===== config.mk =====
export PLATFORM = sky130hd
export DESIGN_NAME = beta_prefetch_buffer_flat
export DESIGN_NICKNAME = d
export VERILOG_FILES = /design/src/rtl/beta_prefetch_buffer_if.sv /design/src/rtl/beta_prefetch_buffer.sv /design/src/flat_wrapper.sv
export SDC_FILE = /design/constraint.sdc
export NUM_CORES = 1
export LEC_CHECK = 0
export ABC_AREA = 0
export BUFFER_PORTS_ARGS = -buffer_cell sky130_fd_sc_hd__buf_2
export CORE_ASPECT_RATIO = 0.75
export CORE_MARGIN = 2
export CORE_UTILIZATION = 40
export CTS_CLUSTER_DIAMETER = 120
export DETAILED_ROUTE_END_ITERATION = 10
export HOLD_SLACK_MARGIN = 0.08
export PLACE_DENSITY = 0.59
export SYNTH_ARGS = -nofsm -noshare
export SYNTH_HDL_FRONTEND = slang
export SYNTH_SLANG_ARGS = --single-unit

===== constraint.sdc =====
create_clock -name clk_i -period 12.4 [get_ports clk_i]
set_input_delay 3.1 -clock clk_i [delete_from_list [all_inputs] [get_ports clk_i]]
set_output_delay 3.1 -clock clk_i [all_outputs]
set_load 0.02 [all_outputs]

===== src/rtl/beta_prefetch_buffer_if.sv =====
// Signal bundle between the prefetch buffer, the fetch stage and the instruction memory port.
// The slave modport is the buffer's view; the master modport is the environment's view.
interface beta_prefetch_buffer_if #(
  parameter int DataWidth = 32
);
  logic                 pf_en_i;
  logic                 pf_flush_i;
  logic [DataWidth-1:0] pf_flush_addr_i;
  logic [DataWidth-1:0] pf_instr_o;
  logic [DataWidth-1:0] pf_pc_o;
  logic                 pf_valid_o;
  logic                 pf_ready_i;
  logic                 pf_busy_o;
  logic                 instr_req_o;
  logic [DataWidth-1:0] instr_addr_o;
  logic                 instr_ready_i;
  logic                 instr_valid_i;
  logic [DataWidth-1:0] instr_rdata_i;

  modport slave (
    input  pf_en_i, pf_flush_i, pf_flush_addr_i, pf_ready_i,
    input  instr_ready_i, instr_valid_i, instr_rdata_i,
    output pf_instr_o, pf_pc_o, pf_valid_o, pf_busy_o,
    output instr_req_o, instr_addr_o
  );

  modport master (
    output pf_en_i, pf_flush_i, pf_flush_addr_i, pf_ready_i,
    output instr_ready_i, instr_valid_i, instr_rdata_i,
    input  pf_instr_o, pf_pc_o, pf_valid_o, pf_busy_o,
    input  instr_req_o, instr_addr_o
  );
endinterface


===== src/rtl/beta_prefetch_buffer.sv =====
// Instruction prefetch buffer: issues sequential word fetches ahead of consumption, queues
// {instr, pc} in a FIFO and drops responses that were in flight when a flush redirected fetch.
module beta_prefetch_buffer #(
  parameter int                   DataWidth      = 32,
  parameter int                   Depth          = 4,
  parameter int                   MaxOutstanding = 2,
  parameter logic [DataWidth-1:0] BootAddr       = {DataWidth{1'b0}}
) (
  input  logic                  clk_i,
  input  logic                  rstn_i,
  beta_prefetch_buffer_if.slave pf
);
  localparam int PW = $clog2(Depth);
  localparam int CW = PW + 1;
  localparam int TW = (MaxOutstanding > 1) ? $clog2(MaxOutstanding) : 1;

  localparam logic [CW-1:0]        CNT_ZERO  = {CW{1'b0}};
  localparam logic [CW-1:0]        CNT_ONE   = CW'(1'b1);
  localparam logic [CW-1:0]        MAX_OUT   = CW'(MaxOutstanding);
  localparam logic [CW:0]          DEPTH_N   = (CW+1)'(Depth);
  localparam logic [TW-1:0]        TAG_LAST  = TW'(MaxOutstanding - 1);
  localparam logic [TW-1:0]        TAG_ZERO  = {TW{1'b0}};
  localparam logic [PW-1:0]        PTR_ZERO  = {PW{1'b0}};
  localparam logic [DataWidth-1:0] ADDR_STEP = DataWidth'(3'b100);
  localparam logic [DataWidth-1:0] DATA_ZERO = {DataWidth{1'b0}};

  typedef enum logic [1:0] {
    IDLE  = 2'd0,
    RUN   = 2'd1,
    DRAIN = 2'd2
  } state_e;

  state_e               state_q, state_d;
  logic [DataWidth-1:0] instr_q [Depth];
  logic [DataWidth-1:0] pc_q    [Depth];
  logic [DataWidth-1:0] tag_q   [MaxOutstanding];
  logic [PW-1:0]        rptr_q, rptr_d, wptr_q, wptr_d;
  logic [CW-1:0]        count_q, count_d, out_q, out_d, disc_q, disc_d;
  logic [TW-1:0]        tag_wptr_q, tag_wptr_d, tag_rptr_q, tag_rptr_d;
  logic [DataWidth-1:0] fetch_addr_q, fetch_addr_d;
  logic                 valid_s, req_s, accept_s, resp_s, push_s, pop_s;
  logic                 unused_s;

  assign unused_s = ^pf.pf_flush_addr_i[1:0];

  // The req bound keeps fifo + in-flight <= Depth, so a response never lacks a slot.
  assign valid_s  = (count_q != CNT_ZERO);
  assign req_s    = pf.pf_en_i & ~pf.pf_flush_i & (out_q < MAX_OUT) &
                    (({1'b0, count_q} + {1'b0, out_q}) < DEPTH_N);
  assign accept_s = req_s & pf.instr_ready_i;
  assign resp_s   = pf.instr_valid_i;
  assign push_s   = resp_s & (disc_q == CNT_ZERO) & ~pf.pf_flush_i;
  assign pop_s    = valid_s & pf.pf_ready_i & ~pf.pf_flush_i;

  assign pf.pf_valid_o   = valid_s;
  assign pf.pf_instr_o   = instr_q[rptr_q];
  assign pf.pf_pc_o      = pc_q[rptr_q];
  assign pf.pf_busy_o    = (out_q != CNT_ZERO) | (disc_q != CNT_ZERO);
  assign pf.instr_req_o  = req_s;
  assign pf.instr_addr_o = fetch_addr_q;

  // Next-state of pointers, counters and fetch address; flush overrides everything.
  always_comb begin
    fetch_addr_d = fetch_addr_q;
    count_d      = count_q;
    rptr_d       = rptr_q;
    wptr_d       = wptr_q;
    disc_d       = disc_q;
    out_d        = out_q;
    tag_wptr_d   = tag_wptr_q;
    tag_rptr_d   = tag_rptr_q;

    if (accept_s && !resp_s) begin
      out_d = out_q + CNT_ONE;
    end else if (!accept_s && resp_s) begin
      out_d = out_q - CNT_ONE;
    end else begin
      out_d = out_q;
    end

    if (accept_s) begin
      tag_wptr_d = (tag_wptr_q == TAG_LAST) ? TAG_ZERO : tag_wptr_q + TW'(1'b1);
    end else begin
      tag_wptr_d = tag_wptr_q;
    end
    if (resp_s) begin
      tag_rptr_d = (tag_rptr_q == TAG_LAST) ? TAG_ZERO : tag_rptr_q + TW'(1'b1);
    end else begin
      tag_rptr_d = tag_rptr_q;
    end

    if (pf.pf_flush_i) begin
      fetch_addr_d = {pf.pf_flush_addr_i[DataWidth-1:2], 2'b00};
      disc_d       = resp_s ? (out_q - CNT_ONE) : out_q;
      count_d      = CNT_ZERO;
      rptr_d       = wptr_q;
    end else begin
      fetch_addr_d = accept_s ? (fetch_addr_q + ADDR_STEP) : fetch_addr_q;
      if (resp_s && (disc_q != CNT_ZERO)) begin
        disc_d = disc_q - CNT_ONE;
      end else begin
        disc_d = disc_q;
      end
      case ({push_s, pop_s})
        2'b10:   count_d = count_q + CNT_ONE;
        2'b01:   count_d = count_q - CNT_ONE;
        default: count_d = count_q;
      endcase
      wptr_d = push_s ? (wptr_q + PW'(1'b1)) : wptr_q;
      rptr_d = pop_s  ? (rptr_q + PW'(1'b1)) : rptr_q;
    end
  end

  // Mode tracking: DRAIN while stale responses remain to be discarded.
  always_comb begin
    state_d = state_q;
    case (state_q)
      IDLE: begin
        if (disc_d != CNT_ZERO)  state_d = DRAIN;
        else if (pf.pf_en_i)     state_d = RUN;
        else                     state_d = IDLE;
      end
      RUN: begin
        if (disc_d != CNT_ZERO)                      state_d = DRAIN;
        else if (!pf.pf_en_i && (out_d == CNT_ZERO)) state_d = IDLE;
        else                                         state_d = RUN;
      end
      DRAIN: begin
        if (disc_d != CNT_ZERO)                     state_d = DRAIN;
        else if (pf.pf_en_i || (out_d != CNT_ZERO)) state_d = RUN;
        else                                        state_d = IDLE;
      end
      default: state_d = IDLE;
    endcase
  end

  // Control registers.
  always_ff @(posedge clk_i) begin
    if (!rstn_i) begin
      state_q      <= IDLE;
      fetch_addr_q <= BootAddr;
      count_q      <= CNT_ZERO;
      out_q        <= CNT_ZERO;
      disc_q       <= CNT_ZERO;
      rptr_q       <= PTR_ZERO;
      wptr_q       <= PTR_ZERO;
      tag_wptr_q   <= TAG_ZERO;
      tag_rptr_q   <= TAG_ZERO;
    end else begin
      state_q      <= state_d;
      fetch_addr_q <= fetch_addr_d;
      count_q      <= count_d;
      out_q        <= out_d;
      disc_q       <= disc_d;
      rptr_q       <= rptr_d;
      wptr_q       <= wptr_d;
      tag_wptr_q   <= tag_wptr_d;
      tag_rptr_q   <= tag_rptr_d;
    end
  end

  // Storage: in-flight request PCs and the instruction FIFO.
  always_ff @(posedge clk_i) begin
    if (!rstn_i) begin
      for (int i = 0; i < MaxOutstanding; i++) tag_q[i] <= DATA_ZERO;
      for (int i = 0; i < Depth; i++) begin
        instr_q[i] <= DATA_ZERO;
        pc_q[i]    <= DATA_ZERO;
      end
    end else begin
      if (accept_s) begin
        tag_q[tag_wptr_q] <= fetch_addr_q;
      end
      if (push_s) begin
        instr_q[wptr_q] <= pf.instr_rdata_i;
        pc_q[wptr_q]    <= tag_q[tag_rptr_q];
      end
    end
  end
endmodule

===== src/flat_wrapper.sv =====
// flat-port wrapper written by rule: the top's interface ports become plain ports
module beta_prefetch_buffer_flat 
#(
  parameter int                   DataWidth      = 32,
  parameter int                   Depth          = 4,
  parameter int                   MaxOutstanding = 2,
  parameter logic [DataWidth-1:0] BootAddr       = {DataWidth{1'b0}}
)
  (clk_i, rstn_i, pf_pf_en_i, pf_pf_flush_i, pf_pf_flush_addr_i, pf_pf_ready_i, pf_instr_ready_i, pf_instr_valid_i, pf_instr_rdata_i, pf_pf_instr_o, pf_pf_pc_o, pf_pf_valid_o, pf_pf_busy_o, pf_instr_req_o, pf_instr_addr_o);
  beta_prefetch_buffer_if #(.DataWidth(DataWidth)) pf_i ();
  input  logic clk_i;
  input  logic rstn_i;
  input wire logic [$bits(pf_i.pf_en_i)-1:0] pf_pf_en_i;
  input wire logic [$bits(pf_i.pf_flush_i)-1:0] pf_pf_flush_i;
  input wire logic [$bits(pf_i.pf_flush_addr_i)-1:0] pf_pf_flush_addr_i;
  input wire logic [$bits(pf_i.pf_ready_i)-1:0] pf_pf_ready_i;
  input wire logic [$bits(pf_i.instr_ready_i)-1:0] pf_instr_ready_i;
  input wire logic [$bits(pf_i.instr_valid_i)-1:0] pf_instr_valid_i;
  input wire logic [$bits(pf_i.instr_rdata_i)-1:0] pf_instr_rdata_i;
  output wire logic [$bits(pf_i.pf_instr_o)-1:0] pf_pf_instr_o;
  output wire logic [$bits(pf_i.pf_pc_o)-1:0] pf_pf_pc_o;
  output wire logic [$bits(pf_i.pf_valid_o)-1:0] pf_pf_valid_o;
  output wire logic [$bits(pf_i.pf_busy_o)-1:0] pf_pf_busy_o;
  output wire logic [$bits(pf_i.instr_req_o)-1:0] pf_instr_req_o;
  output wire logic [$bits(pf_i.instr_addr_o)-1:0] pf_instr_addr_o;
  assign pf_i.pf_en_i = pf_pf_en_i;
  assign pf_i.pf_flush_i = pf_pf_flush_i;
  assign pf_i.pf_flush_addr_i = pf_pf_flush_addr_i;
  assign pf_i.pf_ready_i = pf_pf_ready_i;
  assign pf_i.instr_ready_i = pf_instr_ready_i;
  assign pf_i.instr_valid_i = pf_instr_valid_i;
  assign pf_i.instr_rdata_i = pf_instr_rdata_i;
  assign pf_pf_instr_o = pf_i.pf_instr_o;
  assign pf_pf_pc_o = pf_i.pf_pc_o;
  assign pf_pf_valid_o = pf_i.pf_valid_o;
  assign pf_pf_busy_o = pf_i.pf_busy_o;
  assign pf_instr_req_o = pf_i.instr_req_o;
  assign pf_instr_addr_o = pf_i.instr_addr_o;
  beta_prefetch_buffer #(.DataWidth(DataWidth), .Depth(Depth), .MaxOutstanding(MaxOutstanding), .BootAddr(BootAddr)) u_core (.clk_i(clk_i), .rstn_i(rstn_i), .pf(pf_i));
endmodule

== Yosys cells after proc, flatten, opt, wreduce, memory -nomap -nowiden ==
Memories as Yosys holds them, arrays and structs flattened. A register that Yosys moved wholly into a read port is not among the register bits.
Cells that the tools add are included.
Widths: inputs -> output; s select.

* Mux-type cells: 34
* Bitwise logic cells: 11
* Add/sub/neg operators: 11
* Equal/unequal tests: 2
* Order comparisons: 2
* Reduce and logical (&&, ||, !) cells: 19

{| class="wikitable"
|+ Operators with widths
! kind !! count
|-
| $mux 32 || 5
|-
| $reduce_or 32->1 || 3
|-
| $add 32x3->32 const B || 1
|-
| $mux 2 || 8
|-
| $mux 1 || 15
|-
| $mux 3 || 5
|-
| $reduce_bool 2->1 || 5
|-
| $reduce_bool 3->1 || 3
|-
| $sub 3x1->3 const B || 3
|-
| $and 1x1->1 || 8
|-
| $add 3x1->3 const B || 2
|-
| $pmux 3 s2 || 1
|-
| $add 2x1->2 const B || 2
|-
| $add 3x3->4 || 1
|-
| $lt 4x3->1 const B || 1
|-
| $logic_and 1x1->1 || 3
|-
| $logic_not 3->1 || 1
|-
| $lt 3x2->1 const B || 1
|-
| $add 1x1->1 const B || 2
|-
| $eq 2x1->1 const B || 1
|-
| $eq 2x2->1 const B || 1
|-
| $logic_not 1->1 || 2
|-
| $not 1->1 || 2
|-
| $reduce_and 2->1 || 1
|-
| other kinds (2) || 2
|}

* Memory bits (writable): 320
* Register bits: 47
* Logic and storage cells: 91
* Output and inout bits: 99
* Memories kept: 3

{| class="wikitable"
|+ Memories
! memory !! depth !! width !! read ports !! clocked after Yosys merged registers in !! wr ports !! line !! RTL
|-
| u_core.instr_q || 4 || 32 || 1 || 1 || 4 || beta_prefetch_buffer.sv:34 || <nowiki>logic [DataWidth-1:0] instr_q [Depth];</nowiki>
|-
| u_core.pc_q || 4 || 32 || 1 || 1 || 4 || beta_prefetch_buffer.sv:35 || <nowiki>logic [DataWidth-1:0] pc_q [Depth];</nowiki>
|-
| u_core.tag_q || 2 || 32 || 1 || 1 || 2 || beta_prefetch_buffer.sv:36 || <nowiki>logic [DataWidth-1:0] tag_q [MaxOutstanding];</nowiki>
|}

== Depth between registers and ports, before layout ==
* Depth after elaboration: 10
* Gate-level depth with buffers: 11

== Least setup slack after synthesis ==
Ideal clock, no wire load.

* Path type: input -> register
* Start point: input port pf_instr_valid_i
* End point: memory u_core.instr_q[1][0], enable pin
* Required time: 11.832 ns
* Buffers on the path: 1
* Setup slack: 3.794 ns
* Cell stages on the path: 5
* Setup time: 0.568 ns
* Arrival time: 8.038 ns
* Path through: buf_4 inv_2 nor3_4 inv_1 o21ai_0

{| class="wikitable"
|+ RTL lines
! item !! line !! RTL
|-
| start, declared || flat_wrapper.sv:18 || <nowiki>input wire logic [$bits(pf_i.instr_valid_i)-1:0] pf_instr_valid_i;</nowiki>
|-
| end, declared || beta_prefetch_buffer.sv:34 ||
|}

== Final worst setup path ==
* Start point: input port pf_pf_flush_i
* End point: output port pf_instr_req_o

* Longest elaborated chain between the ends: 4

{| class="wikitable"
|+ RTL lines
! item !! line !! RTL
|-
| start, declared || flat_wrapper.sv:14 || <nowiki>input wire logic [$bits(pf_i.pf_flush_i)-1:0] pf_pf_flush_i;</nowiki>
|-
| $not 1->1 || beta_prefetch_buffer.sv:48 || <nowiki>assign req_s = pf.pf_en_i & ~pf.pf_flush_i & (out_q < MAX_OUT) &</nowiki>
|-
| $and 1x1->1 (3 in a row) || beta_prefetch_buffer.sv:48 ||
|-
| end, declared || flat_wrapper.sv:24 || <nowiki>output wire logic [$bits(pf_i.instr_req_o)-1:0] pf_instr_req_o;</nowiki>
|}

Every way passes these cells.

==> results.json <==
{
  "clockBufferDepth": 3,
  "min_path_type": "reg2reg",
  "min_period_over_period_pct": 57.3,
  "setup_violations": 0,
  "grt_usage_pct": 18.8,
  "synth_edf_count": 308,
  "drc": 0,
  "clk_latency_ns": 0.52,
  "postRouteWirelength_um": 38100,
  "vias": 9759,
  "synth_top_area_cell": "edfxtp_1",
  "power_uw": 2760,
  "status": "finished, final reports clean",
  "core-area_um2": 38600,
  "arrival_ns": 4.01,
  "ys_seq_area_share_pct": 64.9,
  "power.density_nw_per_um2": 152,
  "path_class": "in2out",
  "io_buffers": 163,
  "yosys.cell_count.top_type": "edfxtp_1",
  "tightest_slew_ns": 1.15,
  "period_minus_slack_ns": 7.11,
  "drtIter0Drc": 780,
  "cp.required_ns": 9.30,
  "postRouteAntennaNets": 0,
  "yosysWarnings": 0,
  "clock-sinks": 356,
  "antenna_cells": 0,
  "hold_viol_final": 0,
  "fmax_mhz": 141,
  "crit_path_max_fanout": 49,
  "dieArea_um2": 41000,
  "nets": 1385,
  "io-pin-count": 170,
  "antenna_found_initial": 2,
  "timing.setup.tns_ns": 0,
  "start_kind": "input port",
  "start_util_pct": 40.8,
  "viasPerCell": 5.30,
  "critPathCaptureType": "primary output",
  "ctsHoldBuffers": 0,
  "clk_pin_slew_worst_paths_ns": 0.06,
  "syn_area_per_cell_um2": 13.5,
  "clock_skew_ns": 0.0150,
  "die_y_um": 176,
  "grt_setup_unrepaired": "false",
  "post_drt_wl_per_cell_um": 20.7,
  "htreeDepth": 2,
  "first_pass_iters": 5,
  "fp-row-count": 62,
  "rrSetupSlack_ns": 8.50,
  "grt_max_degree": 93,
  "slew_viol_final": 0,
  "p_leak_uw": 0.00681,
  "netlist_instances": 1166,
  "global_route.overflow_total": 0,
  "timing.rr.start": "u_core.disc_q[0]$_SDFFE_PN0P_",
  "cts-root-buf": "clkbuf_16",
  "post_cts_buffers": 0,
  "vdd.ir_drop.worst_mv": 0.0830,
  "startpoint": "pf_pf_flush_i",
  "async_reset_ff_share_pct": 0,
  "synth_top_area_share_pct": 58.8,
  "post_synth_num_cell_types": 59,
  "cts_inserted_buffers": 38,
  "syn_area_um2": 15700,
  "synth-main-ff-cell": "edfxtp_1",
  "die_width_um": 233,
  "postCtsResizedCells": 0,
  "area_delta_synth_final_pct": 15.9,
  "ys_ff_latch": 356,
  "dp_hpwl_um": 22100,
  "place_congestion": 0.779,
  "yosys-top-cells-area": "edfxtp_1 59%, mux4_2 8.9%, dfxtp_1 6.1%, nor2_1 3.8%, and2_1 3.4%",
  "first_global_vias": 9992,
  "cts_tree": "yes",
  "drv_cap": 0,
  "max-slew-margin-rel_pct": 23.2,
  "drive_above_1_share_pct": 25.0,
  "hp-start": "u_core.tag_rptr_q$_SDFFE_PN0P_",
  "grt_pass1_wl_um": 58800,
  "ys_top_cells_by_count": "308 x edfxtp_1, 161 x nor2_1, 86 x and2_1"
}
## per-stage QoR
step / worst slack [ns] / cell area, µm² / hold slack [ns] / cells / util [%]
global placement: 5.32 / 17000 / 0.499 / 1775 / 44.2
CTS: 5.26 / 18200 / 0.521 / 1842 / 47.3
global route: 5.22 / 18200 / 0.537 / 1842 / 47.3
floorplan: 3.79 / 15800 / 0.470 / 1169 / -
detailed placement: 5.27 / 17000 / 0.502 / 1775 / 44.2
finish: 5.29 / 18200 / 0.515 / 1842 / 47.3
## cell usage in the layout (no fill, tap or decap), types with 16 or more instances in the layout
cell,n
edfxtp_1,308
buf_2,163
nor2_1,160
and2_1,86
nor3_1,67
mux4_2,62
nand2_1,61
inv_1,46
dfxtp_1,45
clkbuf_16,41
mux2i_1,35
a21oi_1,24
o21ai_0,23
buf_4,16
## sequential cells by signal, summed over array words and instances, names as in the netlist, named ones only
register	count
u_core.count_q	3
u_core.disc_q	3
u_core.instr_q	128
u_core.out_q	3
u_core.pc_q	120
u_core.pf.instr_addr_o	30
u_core.rptr_q	2
u_core.tag_q	60
u_core.tag_rptr_q	1
u_core.tag_wptr_q	1
u_core.wptr_q	2
## power by group
group | internal (µW) | switching (µW)
combinational | 89.2 | 166
clock | 642 | 465
sequential | 1360 | 41.4
## cells by family (layout without fill, tap and decap cells)
kind of cell / after synthesis / in the layout / share of synthesized area (%)
DFF: 356 / 356 / 64.9
buffers and inverters: 135 / 296 / 3.50
and+or+nand+nor: 456 / 456 / 14.9
adders and majority gates: 11 / 11 / 0.922
other: 1 / 4 / 0.0238
muxes: 99 / 99 / 11.2
AOI/OAI and AO/OA: 93 / 93 / 3.70
xor gates and xnor gates: 15 / 15 / 0.835
## path summary, 6_finish.rpt
check,endpoint,depth (start not counted)
worst min-delay path,flip-flop,2
worst max-delay path,pf_instr_req_o,4
worst max register to register,u_core.instr_q[0][23]$_SDFFCE_PN0P_,8
worst min register to register,flip-flop,2
## layout make-up
| class | instances | area (µm²) |
|---|---|---|
| fillers | 3450 | 20300 |
| flip-flops and latches | 356 | 10200 |
| multi-input cells | 678 | 5050 |
| clock buffers | 46 | 1040 |
| repair buffers | 179 | 936 |
| well taps | 512 | 641 |
| inverters | 50 | 188 |
| clock inverters | 21 | 159 |
## layer usage
layer / track usage [%] / vias to the layer above / part of all wire, %
met5: 0 / - / 0.029
met2: 29.7 / 247 / 47
met3: 3.17 / 44 / 5.3
met4: 3.93 / 2 / 1.5
met1: 27.5 / 4905 / 47
li1: - / 4561 / -
## critical path, stage by stage
cell	delay (ns)
buf_2	0.09
buf_4	0.30
nor4_1	0.30
buf_2	0.21
Power figures use the tool's default switching activity.
